[src/rtl/ws2811_pkg.sv]
// ws2811_pkg: shared command codes, sequencer states and colour word layout
package ws2811_pkg;
  typedef enum logic [2:0] {
    CMD_PAUSE, CMD_DIR, CMD_PAT_NEXT, CMD_PAT_PREV,
    CMD_SWAP_NEXT, CMD_SWAP_PREV, CMD_BRIGHT_UP, CMD_BRIGHT_DOWN
  } cmd_e;
  typedef enum logic [1:0] {S_IDLE, S_FETCH, S_SEND, S_WAIT} state_e;
  localparam int SWAP_COUNT = 6;
  typedef struct packed {
    logic [7:0] g;
    logic [7:0] r;
    logic [7:0] b;
  } rgb_t;
endpackage

[src/rtl/ColorScaler.sv]
// ColorScaler: combinational channel permutation followed by brightness scaling
module ColorScaler import ws2811_pkg::*; #(
  parameter int BRIGHTNESS_BITS = 3
) (
  input  rgb_t                       color,
  input  logic [2:0]                 swapSel,
  input  logic [BRIGHTNESS_BITS-1:0] level,
  output rgb_t                       scaled
);
  localparam int P = 9 + BRIGHTNESS_BITS;
  logic [P-1:0] gain;
  logic [23:0] swapped, sc;
  assign gain = P'(level) + P'(1);
  assign swapped = swapSel == 3'd1 ? {color.g, color.b, color.r} :
                   swapSel == 3'd2 ? {color.r, color.g, color.b} :
                   swapSel == 3'd3 ? {color.r, color.b, color.g} :
                   swapSel == 3'd4 ? {color.b, color.g, color.r} :
                   swapSel == 3'd5 ? {color.b, color.r, color.g} : color;
  for (genvar i = 0; i < 3; i++) begin : g_ch
    assign sc[8*i +: 8] = 8'((P'(swapped[8*i +: 8]) * gain) >> BRIGHTNESS_BITS);
  end
  assign scaled = sc;
endmodule

[src/rtl/ws2811_frame_sequencer.sv]
// ws2811_frame_sequencer: per-frame pattern walker feeding scaled colour words to the transmitter
module ws2811_frame_sequencer import ws2811_pkg::*; #(
  parameter int CLOCK_SPEED           = 50_000_000,
  parameter int UPDATES_PER_SECOND    = 20,
  parameter int UNITS_NUMBER          = 100,
  parameter int PATTERN_COLORS_NUMBER = 128,
  parameter int PATTERNS_NUMBER       = 4,
  parameter int ROM_LATENCY           = 1,
  parameter int BRIGHTNESS_BITS       = 3
) (
  input  logic                                                      clkIN,
  input  logic                                                      nResetIN,
  input  logic                                                      cmdValidIN,
  input  logic [2:0]                                                cmdIN,
  output logic [$clog2(PATTERNS_NUMBER*PATTERN_COLORS_NUMBER)-1:0]  romAddressOUT,
  input  logic [23:0]                                               romDataIN,
  output logic                                                      txStartOUT,
  output logic [23:0]                                               txDataOUT,
  input  logic                                                      txBusyIN,
  output logic                                                      frameActiveOUT,
  output logic                                                      frameOverrunOUT,
  output logic                                                      pauseOUT,
  output logic                                                      directionOUT
);
  localparam int TICK = CLOCK_SPEED / UPDATES_PER_SECOND;
  localparam int TW = $clog2(TICK + 1);
  localparam int CW = $clog2(PATTERN_COLORS_NUMBER);
  localparam int PW = $clog2(PATTERNS_NUMBER);
  localparam int UW = $clog2(UNITS_NUMBER + 1);
  localparam int LW = $clog2(ROM_LATENCY + 1);
  localparam logic [BRIGHTNESS_BITS-1:0] BMAX = '1;
  state_e state;
  logic [TW-1:0] tickCnt;
  logic tick;
  logic [PW-1:0] pattern, patSnap;
  logic [2:0] swapIdx, swapSnap;
  logic [BRIGHTNESS_BITS-1:0] brightness, brightSnap;
  logic [CW-1:0] shift, shiftNext, colorIdx;
  logic [UW-1:0] unitCnt;
  logic [LW-1:0] latCnt;
  rgb_t scaled;
  assign tick = tickCnt == TW'(TICK - 1);
  assign shiftNext = pauseOUT ? shift : directionOUT ? shift + CW'(1) : shift - CW'(1);
  assign romAddressOUT = {patSnap, colorIdx + shift};
  ColorScaler #(.BRIGHTNESS_BITS(BRIGHTNESS_BITS)) scaler (
    .color(romDataIN), .swapSel(swapSnap), .level(brightSnap), .scaled(scaled)
  );
  // free-running frame-rate counter, tick on terminal count
  always_ff @(posedge clkIN or negedge nResetIN)
    if (!nResetIN) tickCnt <= '0;
    else tickCnt <= tick ? '0 : tickCnt + TW'(1);
  // live settings driven by decoded commands
  always_ff @(posedge clkIN or negedge nResetIN)
    if (!nResetIN) begin
      pauseOUT <= 1'b0;
      directionOUT <= 1'b0;
      pattern <= '0;
      swapIdx <= '0;
      brightness <= BMAX;
    end else if (cmdValidIN)
      case (cmd_e'(cmdIN))
        CMD_PAUSE:       pauseOUT <= ~pauseOUT;
        CMD_DIR:         directionOUT <= ~directionOUT;
        CMD_PAT_NEXT:    pattern <= pattern + PW'(1);
        CMD_PAT_PREV:    pattern <= pattern - PW'(1);
        CMD_SWAP_NEXT:   swapIdx <= swapIdx == 3'(SWAP_COUNT - 1) ? 3'd0 : swapIdx + 3'd1;
        CMD_SWAP_PREV:   swapIdx <= swapIdx == 3'd0 ? 3'(SWAP_COUNT - 1) : swapIdx - 3'd1;
        CMD_BRIGHT_UP:   brightness <= brightness == BMAX ? brightness : brightness + BRIGHTNESS_BITS'(1);
        CMD_BRIGHT_DOWN: brightness <= brightness == '0 ? brightness : brightness - BRIGHTNESS_BITS'(1);
      endcase
  // frame FSM: snapshot on tick, then fetch/send/wait once per unit
  always_ff @(posedge clkIN or negedge nResetIN)
    if (!nResetIN) begin
      state <= S_IDLE;
      patSnap <= '0;
      swapSnap <= '0;
      brightSnap <= '0;
      shift <= '0;
      colorIdx <= '0;
      unitCnt <= '0;
      latCnt <= '0;
      txStartOUT <= 1'b0;
      txDataOUT <= '0;
      frameActiveOUT <= 1'b0;
      frameOverrunOUT <= 1'b0;
    end else begin
      txStartOUT <= 1'b0;
      frameOverrunOUT <= tick && state != S_IDLE;
      case (state)
        S_IDLE: if (tick) begin
          state <= S_FETCH;
          patSnap <= pattern;
          swapSnap <= swapIdx;
          brightSnap <= brightness;
          shift <= shiftNext;
          colorIdx <= '0;
          unitCnt <= '0;
          latCnt <= '0;
          frameActiveOUT <= 1'b1;
        end
        S_FETCH:
          if (latCnt == LW'(ROM_LATENCY - 1)) state <= S_SEND;
          else latCnt <= latCnt + LW'(1);
        S_SEND: begin
          txStartOUT <= 1'b1;
          txDataOUT <= scaled;
          state <= S_WAIT;
        end
        S_WAIT: if (!txStartOUT && !txBusyIN) begin
          unitCnt <= unitCnt + UW'(1);
          colorIdx <= colorIdx + CW'(1);
          latCnt <= '0;
          state <= unitCnt == UW'(UNITS_NUMBER - 1) ? S_IDLE : S_FETCH;
          frameActiveOUT <= unitCnt != UW'(UNITS_NUMBER - 1);
        end
      endcase
    end
endmodule
[config.mk]
export PLATFORM = sky130hd
export DESIGN_NAME = ws2811_frame_sequencer
export DESIGN_NICKNAME = d
export VERILOG_FILES = /design/src/rtl/ws2811_pkg.sv /design/src/rtl/ColorScaler.sv /design/src/rtl/ws2811_frame_sequencer.sv
export SDC_FILE = /design/constraint.sdc
export NUM_CORES = 1
export LEC_CHECK = 0
export ABC_AREA = 1
export CORE_UTILIZATION = 52
export CTS_CLUSTER_SIZE = 12
export DETAILED_ROUTE_END_ITERATION = 12
export PLACE_DENSITY = 0.75
export SYNTH_ARGS = -nofsm -noshare
export SYNTH_HDL_FRONTEND = slang
export SYNTH_HIERARCHICAL = 1
export SYNTH_SLANG_ARGS = --single-unit
[constraint.sdc]
create_clock -name clkIN -period 4.55 [get_ports clkIN]
set_input_delay 0.455 -clock clkIN [delete_from_list [all_inputs] [get_ports clkIN]]
set_output_delay 0.455 -clock clkIN [all_outputs]
set_load 0.05 [all_outputs]
== After elaboration in Yosys (flattened, before gate mapping) ==
Cells that the tools add are included.
Storage, ports and cells
  register bits: 91
  input bits: 31
  logic and storage cells: 118
Operators by class
  bitwise logic cells: 2
  multiplexer cells: 32
  add/sub/neg operators: 14
  multiply operators: 3
  equality and inequality tests: 25
  reduce and logical (&&, ||, !) cells: 24
Operators with widths (count)
  24-bit two-way mux: 5
  8-bit by 12-bit multiplier with 11-bit output: 3
  7-bit two-way mux: 4
  7-bit case mux with 2 select lines: 2
  3-bit == test, second input constant: 8
  22-bit by 1-bit adder with 22-bit output, second input constant: 1
  22-bit == test, second input constant: 1
  22-bit two-way mux: 1
  7-bit by 1-bit adder with 7-bit output, second input constant: 3
  3-bit by 2-bit == test with 1-bit output, second input constant: 4
  3-bit two-way mux: 4
  3-bit case mux with 2 select lines: 2
  3-bit AND reduction: 4
  2-bit != test, second input constant: 5
  2-bit AND reduction: 5
  2-bit nonzero test: 5
  3-bit zero test: 3
  2-bit case mux with 4 select lines: 1
  7-bit adder: 1
  7-bit == test, second input constant: 1
  1-bit two-way mux: 7
  7-bit != test, second input constant: 1
  7-bit by 1-bit subtractor with 7-bit output, second input constant: 1
  3-bit by 1-bit adder with 3-bit output, second input constant: 2
  other kinds (18): 26

== Depth between registers and ports, before layout ==
Gate-level depths: netlist (run 1).
  depth in word-level cells: 7
  mapped depth: 31
  depth with buffers taken out: 30

== Cells and area by module ==
The synthesis (run 1) kept the hierarchy.
Modules (own cells, without submodules)
  ws2811_frame_sequencer: area an instance 5057.4 um^2, seq. area each 2255.9 um^2, cells each 610, instances 1
  ColorScaler: area an instance 3224.3 um^2, seq. area each 0.0 um^2, cells each 499, instances 1

== Worst setup path after synthesis (run 1) ==
OpenSTA, ideal clock, no wires.
  path type: register to register
  start: register swapSnap[2]
  end: register txDataOUT[15]
  slack: 0.403 ns
  clock period less this slack: 4.147 ns
  required time: 4.425 ns
  arrival time: 4.022 ns
  buffers on the path: 2
  setup time: 0.125 ns
  stages on the path, launching flop included: 27
  path through: dfrtp_1 > buf_6 > inv_4 > nand3_4 > nand2_4 > buf_6 > nor3_1 > a221oi_1 > or2_2 > fa_1 > inv_1 > fa_1 > inv_1 > fa_1 > inv_1 > nand3_1 > nand2_1 > a21oi_1 > o21ai_0 > nand2_1 > nand2_1 > nand2_1 > nand2_1 > inv_1 > nand2_1 > nand2_1 > mux2_2
RTL lines
  from (decl): RTL line ws2811_frame_sequencer.sv:36  | logic [2:0] swapIdx, swapSnap;
  from (signal assigned): RTL line ws2811_frame_sequencer.sv:93  | swapSnap <= swapIdx;
  to (signal assigned): RTL line ws2811_frame_sequencer.sv:106  | txDataOUT <= scaled;
  to (decl): RTL line ws2811_frame_sequencer.sv:18  | output logic [23:0] txDataOUT,

==> results.yml, run 1 <==
run_status:
  status: "complete, no violations"
critical_path:
  endpoint_kind: "flop"
  cpMostUsedCell: "nand2_1"
  path_max_fanout: 5
  startpoint_type: "flop"
  crit_type: "flop to flop"
  critPathMaxStageDelay_ns: 0.54
  crit_slowest_cell: "fa_1"
  critPathRequiredTime_ns: 4.79
  critPathArrivalTime_ns: 4.47
sta:
  setup_tns_ns: 0
  skew_ns: 0.00758
  slew_headroom: 0.554
  clock.fmax_mhz: 236
  rsz0062_at_grt: "false"
  worst_pin_slew_ns: 0.669
  finalHoldViolations: 0
  drv_slew: 0
  post-route-min-period_ns: 4.23
  timing.final.crit_share: 0.930
  finalSetupViolations: 0
route:
  vias_per_cell: 5.14
  wl_per_cell_um: 13.2
  vias: 7220
  route.met3.wl_um: 1160
  firstDrtPassIters: 5
  topRoutingLayerUsed: "met4"
  wl_um: 18500
  drt_iter0_drc: 511
  drc: 0
  drt-met1-wl_um: 8530
  wl_met2_um: 8400
  antenna_left: 0
logic_synthesis:
  yosys.area_share.simple: 0.290
  yosys_warnings: 6
  synth_cells: 1109
  synth_top_family_by_area: "simple AND/OR/NAND/NOR gates"
  synth-edff-count: 0
  postSynth.asyncResetShare: 1.00
  yosys.area.top_type: "dfrtp_1"
  synth_cell_type_count: 45
  synth_xor_area_frac: 0.0508
  synth.area.mux_share: 0.0326
  synthTopCellsByArea: "dfrtp_1 26%, nand2_1 12%, fa_1 9.4%, ha_1 8.5%, inv_1 8.0%"
  synth_compound_gate_area_share: 0.0752
  synth_seq_cells: 90
  synthMostInstantiatedCell: "nand2_1"
  syn_nets: 1235
  synthAdderAreaFrac: 0.179
  synth_top_area_frac: 0.263
  synth_ff_type: "dfrtp_1"
  synth_common_cells: "256 x nand2_1, 176 x inv_1, 146 x nor2_1"
  netlist_area_sq_mm: 0.00828
  syn_area_per_cell_sq_um: 7.47
  ys_seq_area_frac: 0.272
cts:
  cts.clk_slew.worst_paths_ns: 0.07
  clock_latency_ns: 0.35
  tritoncts: "done"
  cts_setup_buffers: 0
  clock_sinks: 90
  clockRootBuffer: "clkbuf_16"
  h-tree-depth: 3
  cts_buffer_depth: 2
  tritoncts.num_buffers: 9
floorplan:
  die_h_um: 128
  die_area_sq_mm: 0.0164
  num_io_pins: 69
  num_rows: 45
  die_x_um: 128
  initial_core_util: 0.539
  coreArea_sq_mm: 0.0154
final_layout:
  diodes: 0
  fin_area_sq_mm: 0.00959
  syn2layout_area_growth_pct: 15.8
  layout.nets: 1316
  drive_above_1_share: 0.111
  multi_input_area_sq_mm: 0.00523
  final_cells: 1406
  fill_cells: 1397
  regArea_sq_mm: 0.00226
place:
  portBuffers: 68
  finalWeightedCongestion: 0.998
  dp_hpwl_um: 14500
  place_area_sq_mm: 0.00926
  dp_cells: 1390
power_and_ir_drop:
  ir_drop_mv: 0.256
  power_mw: 2.04
  p_per_area_mw_per_mm2: 212
  p_leak_nw: 5.09
global_route:
  grt_max_degree: 51
  grt_pass1_wl_um: 32600
  antenna_found_initial: 0
  grt_use_total: 0.248
  grt-ovfl-total: 0
  grt_pass1_vias: 7008
flow_run:
  maxCapViolations: 0
worst_hold_path:
  holdCritPathClass: "input pin to async pin"
==> cells by family (layout without fill, tap and decap cells) <==
group                      Yosys count  count (layout)
AOI/OAI and AO/OA                  103             103
xor gates and xnor gates            48              48
adders and majority gates           95              95
buffers and inverters              205             291
DFF                                 90              90
muxes                               24              24
and+or+nand+nor                    544             544
==> registers in the layout, summed over array words and instances (netlist names), 2 cells and up <==
register,flops
brightSnap,3
shift,7
unitCnt,7
patSnap,2
brightness,3
tickCnt,22
swapSnap,3
colorIdx,7
txDataOUT,24
state,2
swapIdx,3
pattern,2
==> power by group <==
group	internal [mW]	total [mW]	switching [mW]	leakage (nW)
Combinational	0.149	0.397	0.248	3.73
Clock	0.429	0.763	0.334	0.146
Sequential	0.850	0.877	0.0267	1.22
Total	1.43	2.04	0.608	5.09
==> timing repair <==
action | 4_1_cts | 5_1_grt
setup endpoints to repair | 0 | 3
gates resized for setup | 0 | 12
hold buffers | 0 | 0
==> layout by cell type, fill, tap and decap left out, types with 11 or more instances in the layout <==
| master | count |
|---|---|
| nand2_2 | 12 |
| xor2_1 | 40 |
| nor2_1 | 146 |
| nor3_1 | 11 |
| o22ai_1 | 11 |
| clkdlybuf4s50_1 | 67 |
| mux2_2 | 24 |
| nand3_1 | 66 |
| ha_1 | 56 |
| a21oi_1 | 35 |
| o21ai_0 | 23 |
| fa_1 | 38 |
| dfrtp_1 | 85 |
| nand4_1 | 12 |
| o21ai_2 | 11 |
| nand2_1 | 256 |
| inv_1 | 176 |
| buf_4 | 22 |
==> path summary, 6_finish.rpt <==
path                                         start                    endpoint  slack [ns]  cells past startpoint
hold / removal                            nResetIN      pattern[0]$_DFFE_PN0P_        0.13                      1
setup reg to reg           swapSnap[0]$_DFFE_PN0P_    txDataOUT[7]$_DFFE_PN0P_        0.32                     26
setup / recovery           swapSnap[0]$_DFFE_PN0P_    txDataOUT[7]$_DFFE_PN0P_        0.32                     26
hold reg to reg               tickCnt[0]$_DFF_PN0_        tickCnt[0]$_DFF_PN0_        0.46                      1
max in group asynchronous                 nResetIN  frameActiveOUT$_DFFE_PN0P_        3.43                      2
min in group clkIN            tickCnt[0]$_DFF_PN0_        tickCnt[0]$_DFF_PN0_        0.46                      1
==> routing by layer <==
metal | global-route usage | vias to the layer above
li1 | - | 3659
met1 | 0.324 | 3365
met2 | 0.409 | 166
met3 | 0.0555 | 30
met4 | 0.0810 | 0
met5 | 0 | -
==> stage by stage <==
stage / hold slack, ns / setup slack, ns / util
5_1_grt: 0.198 / 0.0154 / 0.624
4_1_cts: 0.157 / 0.127 / 0.622
3_3_place_gp: 0.452 / 0.114 / 0.602
3_5_place_dp: 0.454 / 0.0761 / 0.602
6_report: 0.131 / 0.319 / 0.624
2_1_floorplan: 0.159 / 0.403 / -
==> critical path, delay by kind of cell, from the launching register on <==
family                     cells  cell delay [ns]
buffers and inverters          6             0.59
AOI/OAI and AO/OA              5             0.61
and+or+nand+nor               11             0.84
DFF                            1             0.47
adders and majority gates      3             1.36
muxes                          1             0.25
==> final cells by class <==
type | count | share of cell area
inverter | 186 | 0.0736
sequential | 90 | 0.235
clock inverter | 7 | 0.00809
clock buffer | 9 | 0.0235
multi-input combinational | 814 | 0.545
timing repair buffer | 89 | 0.0871
tap | 211 | 0.0275
Note: power is estimated with default switching activity, not from simulation.
==> run 2: changes to the inputs <==
--- a/config.mk
+++ b/config.mk
@@ -14,3 +14,4 @@
 export SYNTH_HDL_FRONTEND = slang
 export SYNTH_HIERARCHICAL = 1
 export SYNTH_SLANG_ARGS = --single-unit
+export TNS_END_PERCENT = 5
==> results of run 2 <==
The final DEF is identical to that of run 1; final timing and power are the same.
